### config.mk
export PLATFORM = sky130hd
export DESIGN_NAME = shadow_dcache_arbiter
export DESIGN_NICKNAME = d
export VERILOG_FILES = /design/src/rtl/shadow_dcache_arbiter_pkg.sv /design/src/rtl/shadow_dcache_arbiter.sv
export SDC_FILE = /design/constraint.sdc
export NUM_CORES = 1
export LEC_CHECK = 0
export BUFFER_PORTS_ARGS = -buffer_cell sky130_fd_sc_hd__buf_2
export CAP_MARGIN = 20
export CORE_AREA = 8 8 217 219
export CTS_BUF_LIST = sky130_fd_sc_hd__clkbuf_8
export DETAILED_ROUTE_END_ITERATION = 10
export DIE_AREA = 0 0 225 227
export HOLD_SLACK_MARGIN = 0.02
export PLACE_DENSITY = 0.39
export SLEW_MARGIN = 15
export SYNTH_ARGS = -nofsm -noshare
export SYNTH_HDL_FRONTEND = slang
export SYNTH_SLANG_ARGS = --single-unit
export TNS_END_PERCENT = 1
### constraint.sdc
create_clock -name clk_i -period 4.1 [get_ports clk_i]
set_input_delay 1.025 -clock clk_i [delete_from_list [all_inputs] [get_ports clk_i]]
set_output_delay 1.025 -clock clk_i [all_outputs]
set_load 0.05 [all_outputs]
### src/rtl/shadow_dcache_arbiter_pkg.sv
// Shared types for the shadow-save / LSU dcache port arbiter: cache request and
// response structs, core configuration record and the arbitration state encodings.
package shadow_dcache_arbiter_pkg;

    localparam int unsigned STALL_W = 8;

    typedef struct packed {
        int unsigned XLEN;
        int unsigned DCacheIdWidth;
    } cva6_cfg_t;

    localparam cva6_cfg_t cva6_cfg_empty = '{XLEN: 0, DCacheIdWidth: 0};

    typedef struct packed {
        logic [11:0] address_index;
        logic [19:0] address_tag;
        logic [63:0] data_wdata;
        logic        data_wuser;
        logic        data_req;
        logic        data_we;
        logic [7:0]  data_be;
        logic [1:0]  data_size;
        logic [3:0]  data_id;
        logic        kill_req;
        logic        tag_valid;
    } dcache_req_t;

    typedef struct packed {
        logic        data_gnt;
        logic        data_rvalid;
        logic [3:0]  data_rid;
        logic [63:0] data_rdata;
        logic        data_ruser;
    } dcache_rsp_t;

    typedef enum logic [1:0] {
        ARB_IDLE = 2'd0,
        ARB_LSU  = 2'd1,
        ARB_SHRU = 2'd2
    } arb_state_e;

    // Which requester drives the cache port in the current cycle.
    typedef enum logic [1:0] {
        SEL_NONE = 2'd0,
        SEL_LSU  = 2'd1,
        SEL_SHRU = 2'd2
    } arb_sel_e;

endpackage

### src/rtl/shadow_dcache_arbiter.sv
// Shares one dcache request port between the LSU store path and the shadow register
// save controller; ShRU has priority, the LSU is guaranteed a win after MAX_STALL cycles.
module shadow_dcache_arbiter
    import shadow_dcache_arbiter_pkg::*;
#(
    parameter cva6_cfg_t   CVA6Cfg        = cva6_cfg_empty,
    parameter type         dcache_req_i_t = dcache_req_t,
    parameter type         dcache_req_o_t = dcache_rsp_t,
    parameter int unsigned MAX_STALL      = 8
) (
    input  logic                clk_i,
    input  logic                rst_i,
    input  dcache_req_i_t       shru_req_i,
    output dcache_req_o_t       shru_rsp_o,
    input  dcache_req_i_t       lsu_req_i,
    output dcache_req_o_t       lsu_rsp_o,
    output dcache_req_i_t       dcache_req_o,
    input  dcache_req_o_t       dcache_rsp_i,
    output logic [STALL_W-1:0]  lsu_stall_cnt_o,
    output logic                shru_owner_o
);

    localparam logic [STALL_W-1:0] MaxStall = STALL_W'(MAX_STALL);

    arb_state_e         state_q, state_d;
    arb_sel_e           sel;
    logic [STALL_W-1:0] stall_cnt_q, stall_cnt_d;
    logic               gnt_lsu, gnt_shru;

    // NOTE: every always_comb output gets a default first so no path leaves it unassigned (no latch).
    always_comb begin : select
        sel = SEL_NONE;
        case (state_q)
            ARB_IDLE: begin
                if (shru_req_i.data_req && lsu_req_i.data_req) begin
                    sel = (stall_cnt_q == MaxStall) ? SEL_LSU : SEL_SHRU;
                end else if (shru_req_i.data_req) begin
                    sel = SEL_SHRU;
                end else if (lsu_req_i.data_req) begin
                    sel = SEL_LSU;
                end
            end
            ARB_LSU:  sel = SEL_LSU;
            ARB_SHRU: sel = SEL_SHRU;
            default:  sel = SEL_NONE;
        endcase
        // Reset drops the lock at once, without waiting for a clock edge.
        if (rst_i) begin
            sel = SEL_NONE;
        end
    end

    always_comb begin : req_mux
        dcache_req_o = lsu_req_i;
        if (sel == SEL_SHRU) begin
            dcache_req_o = shru_req_i;
        end else if (sel == SEL_NONE) begin
            dcache_req_o.data_req = 1'b0;
        end
    end

    assign gnt_lsu  = dcache_rsp_i.data_gnt && (sel == SEL_LSU);
    assign gnt_shru = dcache_rsp_i.data_gnt && (sel == SEL_SHRU);

    // Read data always belongs to the LSU; saves are write-only.
    always_comb begin : rsp_route
        lsu_rsp_o           = dcache_rsp_i;
        lsu_rsp_o.data_gnt  = gnt_lsu;
        shru_rsp_o          = '0;
        shru_rsp_o.data_gnt = gnt_shru;
    end

    always_comb begin : next_state
        state_d     = state_q;
        stall_cnt_d = stall_cnt_q;
        case (state_q)
            ARB_IDLE: begin
                if (!dcache_rsp_i.data_gnt) begin
                    if (sel == SEL_LSU) begin
                        state_d = ARB_LSU;
                    end else if (sel == SEL_SHRU) begin
                        state_d = ARB_SHRU;
                    end
                end
            end
            ARB_LSU: begin
                if (dcache_rsp_i.data_gnt || !lsu_req_i.data_req) begin
                    state_d = ARB_IDLE;
                end
            end
            ARB_SHRU: begin
                if (dcache_rsp_i.data_gnt || !shru_req_i.data_req) begin
                    state_d = ARB_IDLE;
                end
            end
            default: state_d = ARB_IDLE;
        endcase

        if (gnt_lsu) begin
            stall_cnt_d = '0;
        end else if (lsu_req_i.data_req && (sel != SEL_LSU) && (stall_cnt_q < MaxStall)) begin
            stall_cnt_d = stall_cnt_q + STALL_W'(1);
        end
    end

    // NOTE: state registers use non-blocking assignments so every flop samples pre-edge values.
    always_ff @(posedge clk_i or posedge rst_i) begin
        if (rst_i) begin
            state_q     <= ARB_IDLE;
            stall_cnt_q <= '0;
        end else begin
            state_q     <= state_d;
            stall_cnt_q <= stall_cnt_d;
        end
    end

    assign lsu_stall_cnt_o = stall_cnt_q;
    assign shru_owner_o    = (sel == SEL_SHRU);

`ifndef SYNTHESIS
    localparam bit CfgOk = (CVA6Cfg.XLEN == 0) || (CVA6Cfg.XLEN == 32) || (CVA6Cfg.XLEN == 64);

    a_params: assert property (@(posedge clk_i)
        CfgOk && (MAX_STALL >= 1) && (MAX_STALL <= 255))
        else $error("illegal configuration or MAX_STALL out of 1..255");

    a_lsu_stable: assert property (@(posedge clk_i) disable iff (rst_i)
        (lsu_req_i.data_req && !gnt_lsu) |=> (lsu_req_i.data_req && $stable(lsu_req_i)))
        else $error("LSU request changed before data_gnt");

    a_shru_stable: assert property (@(posedge clk_i) disable iff (rst_i)
        (shru_req_i.data_req && !gnt_shru) |=> (shru_req_i.data_req && $stable(shru_req_i)))
        else $error("ShRU request changed before data_gnt");

    a_owner_holds: assert property (@(posedge clk_i) disable iff (rst_i)
        (state_q != ARB_IDLE) |-> ((state_q == ARB_LSU) ? lsu_req_i.data_req : shru_req_i.data_req))
        else $error("lock owner dropped data_req before data_gnt");

    a_one_gnt: assert property (@(posedge clk_i) disable iff (rst_i)
        !(gnt_lsu && gnt_shru))
        else $error("data_gnt given to both requesters");

    a_stall_bound: assert property (@(posedge clk_i) disable iff (rst_i)
        stall_cnt_q <= MaxStall)
        else $error("stall counter above MAX_STALL");
`endif

endmodule

## Yosys cells after proc, flatten, opt, wreduce, memory -nomap -nowiden

Cells that the tools add are included.

| word-level totals | value |
|---|---|
| register bits after elaboration | 10 |
| word-level logic and storage cells | 45 |
| output and inout bits | 266 |

| operators by class | value |
|---|---|
| order comparisons | 1 |
| reductions and logical operators | 13 |
| muxes and demuxes | 18 |
| add/subtract/negate cells | 1 |
| equality and inequality tests | 10 |

Operator list:

| cell | number |
|---|---|
| $mux W97 | 1 |
| $mux W2 | 9 |
| $mux W17 | 1 |
| $mux W8 | 2 |
| $pmux W2 S3 | 2 |
| $add A8 B1 Y8 const B | 1 |
| $eq A8 B4 Y1 const B | 1 |
| $lt A8 B4 Y1 const B | 1 |
| $ne A2 B2 Y1 const B | 3 |
| $logic_and A1 B1 Y1 | 5 |
| $eq A2 B1 Y1 const B | 2 |
| $eq A2 B2 Y1 const B | 2 |
| $logic_not A2 Y1 | 2 |
| $reduce_and A4 Y1 | 1 |
| $mux W1 | 3 |
| $ne A3 B3 Y1 const B | 1 |
| $logic_not A1 Y1 | 2 |
| $logic_or A1 B1 Y1 | 2 |
| $ne A2 B1 Y1 const B | 1 |
| $reduce_bool A2 Y1 | 1 |

## Longest topological paths before layout

| logic depth | value |
|---|---|
| depth after elaboration | 10 |
| depth in mapped cells | 12 |

## Least setup slack after synthesis

OpenSTA, ideal clock, no wires.

| timing | value |
|---|---|
| path type | input to output |
| start point | in shru_req_i[17] (netlist bit) |
| end point | out dcache_req_o[0] (netlist bit) |
| cell stages on the path | 9 |
| slack | -277 ps |
| data arrival time | 3,352 ps |
| cell sequence | and4b_1 and4b_1 or2_1 inv_1 ha_1 buf_2 buf_2 buf_2 mux2_2 |

RTL lines:

| element | RTL line | source |
|---|---|---|
| start: declaration | shadow_dcache_arbiter.sv:13 | `input dcache_req_i_t shru_req_i,` |
| end: declaration | shadow_dcache_arbiter.sv:17 | `output dcache_req_i_t dcache_req_o,` |

==> summary.txt <==
Setup path
  • Worst path buffer plus inverter count: 5
  • Reg2reg start: lsu_stall_cnt_o[0]
  • Worst Path Arrival: 2.98 ns
  • R2r setup slk: 1.77 ns
  • Critical-path maximum fanout: 12
  • CP peak stage delay: 0.37 ns
  • Critical path endpoint: dcache_req_o[5]
  • CP cell instances: buf_2 -> and4b_1 -> and4b_1 -> or2_1 -> inv_2 -> ha_4 -> buf_12 -> buf_12 -> mux2_2 -> buf_2
  • Delay-heaviest family, CP: buffers and inverters
  • R2R depth: 9
  • Crit. Startpoint: shru_req_i[17]
  • Worst setup EP type: output pin
  • Worst r2r dst: state_q[0]
  • Path type of the worst setup path: in -> out
  • Worst setup SP type: primary input
  • Req. time, crit path: 3.07 ns
  • Critical path depth in cells: 10
  • Crit path max-delay cell type: mux2_2

CTS
  • Sink Count: 10
  • Worst-Skew Late Latency: 0.23 ns
  • H-tree depth: 1
  • Number of buffers created by CTS: 3
  • TritonCTS clock tree: built
  • Clock root buffer master: clkbuf_8
  • Setup bufs post-CTS: 0
  • Clock transition at path regs: 0.05 ns
  • Clock Path Buffers: 2

Pwr
  • Power Total: 1.60 mW
  • Internal: 0.591 mW
  • Power per cell area: 325 mW/mm^2
  • Reg power frac: 9.6%
  • Sw Ratio: 63.0%
  • Clock share of power: 7.6%
  • Leak pwr: 2.49 nW
  • Switching pwr: 1.01 mW
  • Combinational power share: 82.8%
  • VDD IR-drop max: 215 uV

Synthesis
  • Seq cells post-synth: 10
  • Cell Area, Synth: 0.00298 mm^2
  • Post-synth EDFFs: 0
  • Average size of a mapped cell: 9.17 um^2
  • Share of the yosys chip area belonging to registers: 8.39%
  • Synth cell count leaders: buf_4 (142), mux2_2 (114), buf_2 (13)
  • Synthesis Warnings: 0
  • Most frequent cell after synthesis: buf_4
  • Synth cell types: 27
  • Yosys top cell area share: 43.1%
  • Top cells by area, synth: mux2_2 (43%), buf_4 (36%), dfrtp_1 (8.4%)
  • Cells after synthesis: 325
  • Cell taking the most area after synthesis: mux2_2
  • FFs w/ async S/R, synth: 100%
  • Synth Flop Type: dfrtp_1

Timing
  • RSZ-0062 raised after global routing: no
  • Max Clk Rate: 250 MHz
  • Fin Hold WS: 0.525 ns
  • Setup Skew: 0.00130 ns
  • Share of the clock period used by the worst path: 97.6%
  • Final Hold Fails: 0
  • Setup slack after layout: 0.0977 ns
  • Finish-stage setup viols: 0
  • Pins Over Slew Limit: 0
  • Min Clock Period, post-route: 4.00 ns

Floorplan
  • Height of the die: 227 um
  • Num ports: 569
  • Die Area: 0.0511 mm^2
  • Initial Util: 6.83%
  • Std-Cell Core Area: 0.0436 mm^2
  • Die Span X: 225 um
  • Row count: 77

Run status
  • Run status: finished, final reports clean

Routing
  • WL met3: 2600 um
  • Avg WL per Cell: 15.5 um
  • DRC: 0
  • Met2 WL: 8640 um
  • DR top layer: met5
  • Vias/cell: 2.74
  • First DRT Iteration DRCs: 74
  • DRT Pass-1 Iters: 4
  • DR vias: 3324
  • Metal1 wirelength: 7200 um
  • Routed Wire Length: 18800 um
  • Routed Antenna Nets: 0

Min path
  • HP Class: reg -> reg

Place
  • HPWL Detailed: 17400 um
  • Post-Place Worst Slack: 0.0413 ns
  • Port Buffer Count: 358
  • Routability Congestion: 0.943

Finish
  • Register area: 250 um^2
  • Share of cells above drive strength 1: 80.8%
  • Area of the multi-input gates: 0.00185 mm^2
  • Final net count: 926
  • Area growth from synthesis to layout: 64.9%
  • Fill cells: 5086

Global route
  • First-pass GRT wire length: 24000 um
  • Vias in the first global route: 3482
  • Gr ovfl total: 0
  • Largest net degree at the start of global routing: 40
  • Initial antenna violation count: 10
  • GRT Resource Usage Total: 6.27%

Run
  • Maxcap violations: 0
==> worst reg2reg max path: cells and delay by family (launching register included) <==
family	cells	cell delay, ns
DFF	1	0.43
buffers and inverters	2	0.16
AOI/OAI and AO/OA	1	0.16
and+or+nand+nor	4	1.10
adders and majority gates	2	0.39
==> power by group through the flow <==
stage | clock [mW] | combinational, mW | sequential (mW)
finish | 0.121 | 1.32 | 0.154
global route | 0.133 | 1.39 | 0.159
CTS | 0.126 | 1.34 | 0.152
detailed placement | 0 | 1.33 | 0.153
global placement | 0 | 1.33 | 0.155
floorplan | 0 | 1.14 | 0.210
==> how the worst min path moves through the flow <==
stage                        from                  to  slack [ns]  cells after the start
2_1_floorplan          state_q[1]          state_q[0]        0.49                      1
6_report       lsu_stall_cnt_o[4]  lsu_stall_cnt_o[4]        0.53                      1
3_3_place_gp   lsu_stall_cnt_o[4]  lsu_stall_cnt_o[4]        0.50                      1
3_5_place_dp   lsu_stall_cnt_o[4]  lsu_stall_cnt_o[4]        0.52                      1
5_1_grt        lsu_stall_cnt_o[4]  lsu_stall_cnt_o[4]        0.55                      1
4_1_cts        lsu_stall_cnt_o[5]  lsu_stall_cnt_o[5]        0.53                      1
==> cell type report <==
| cell class | instances | share of cell area (%) |
|---|---|---|
| tap | 592 | 15.1 |
| antenna | 1 | 0.0509 |
| timing repair buffer | 376 | 40.6 |
| multi-input combinational | 223 | 37.6 |
| inverter | 6 | 0.458 |
| clock buffer | 4 | 1.12 |
| sequential | 10 | 5.09 |
==> cell usage in the layout (no fill, tap or decap), types with 3 or more instances in the layout <==
cell      instances
dfrtp_1          10
and2_1            5
conb_1           70
nand2_1           3
buf_2           355
buf_12            5
inv_1             4
or4_1             3
mux2_2          114
clkbuf_8          4
o31ai_1           3
buf_4            16
==> cells by family after synthesis <==
family          synth area share [%]
buf+inv                         38.7
other cells                    0.126
mux                             43.1
flops                           8.39
compound gates                  3.32
simple gates                    5.16
fa+ha+maj                       1.26
==> registers in the layout, summed over array words and instances (netlist names) <==
signal,cells
lsu_stall_cnt_o,8
state_q,2
==> what timing repair did <==
item / in CTS / in global routing
setup endpoints to repair: 0 / 30
endpoints found under the hold margin: 0 / 0
resized for setup: 0 / 7
hold buffers: 0 / 0
==> per-layer routing <==
layer  GRT usage [%]  vias up
li1                -     1493
met1            7.48     1473
met2            10.4      322
met3            3.00       34
met4           0.802        2
met5               0        -
==> stage by stage <==
stage                     std cells  cell area (um^2)  TNS (ns)  utilization (%)
after floorplan                 394              3250    -0.691                -
after global placement         1207              4850         0             11.1
after detailed placement       1207              4850         0             11.1
after CTS                      1211              4910         0             11.2
after global routing           1211              4910         0             11.3
final                          1212              4920         0             11.3
No activity file was read; power rests on OpenSTA's default activity.
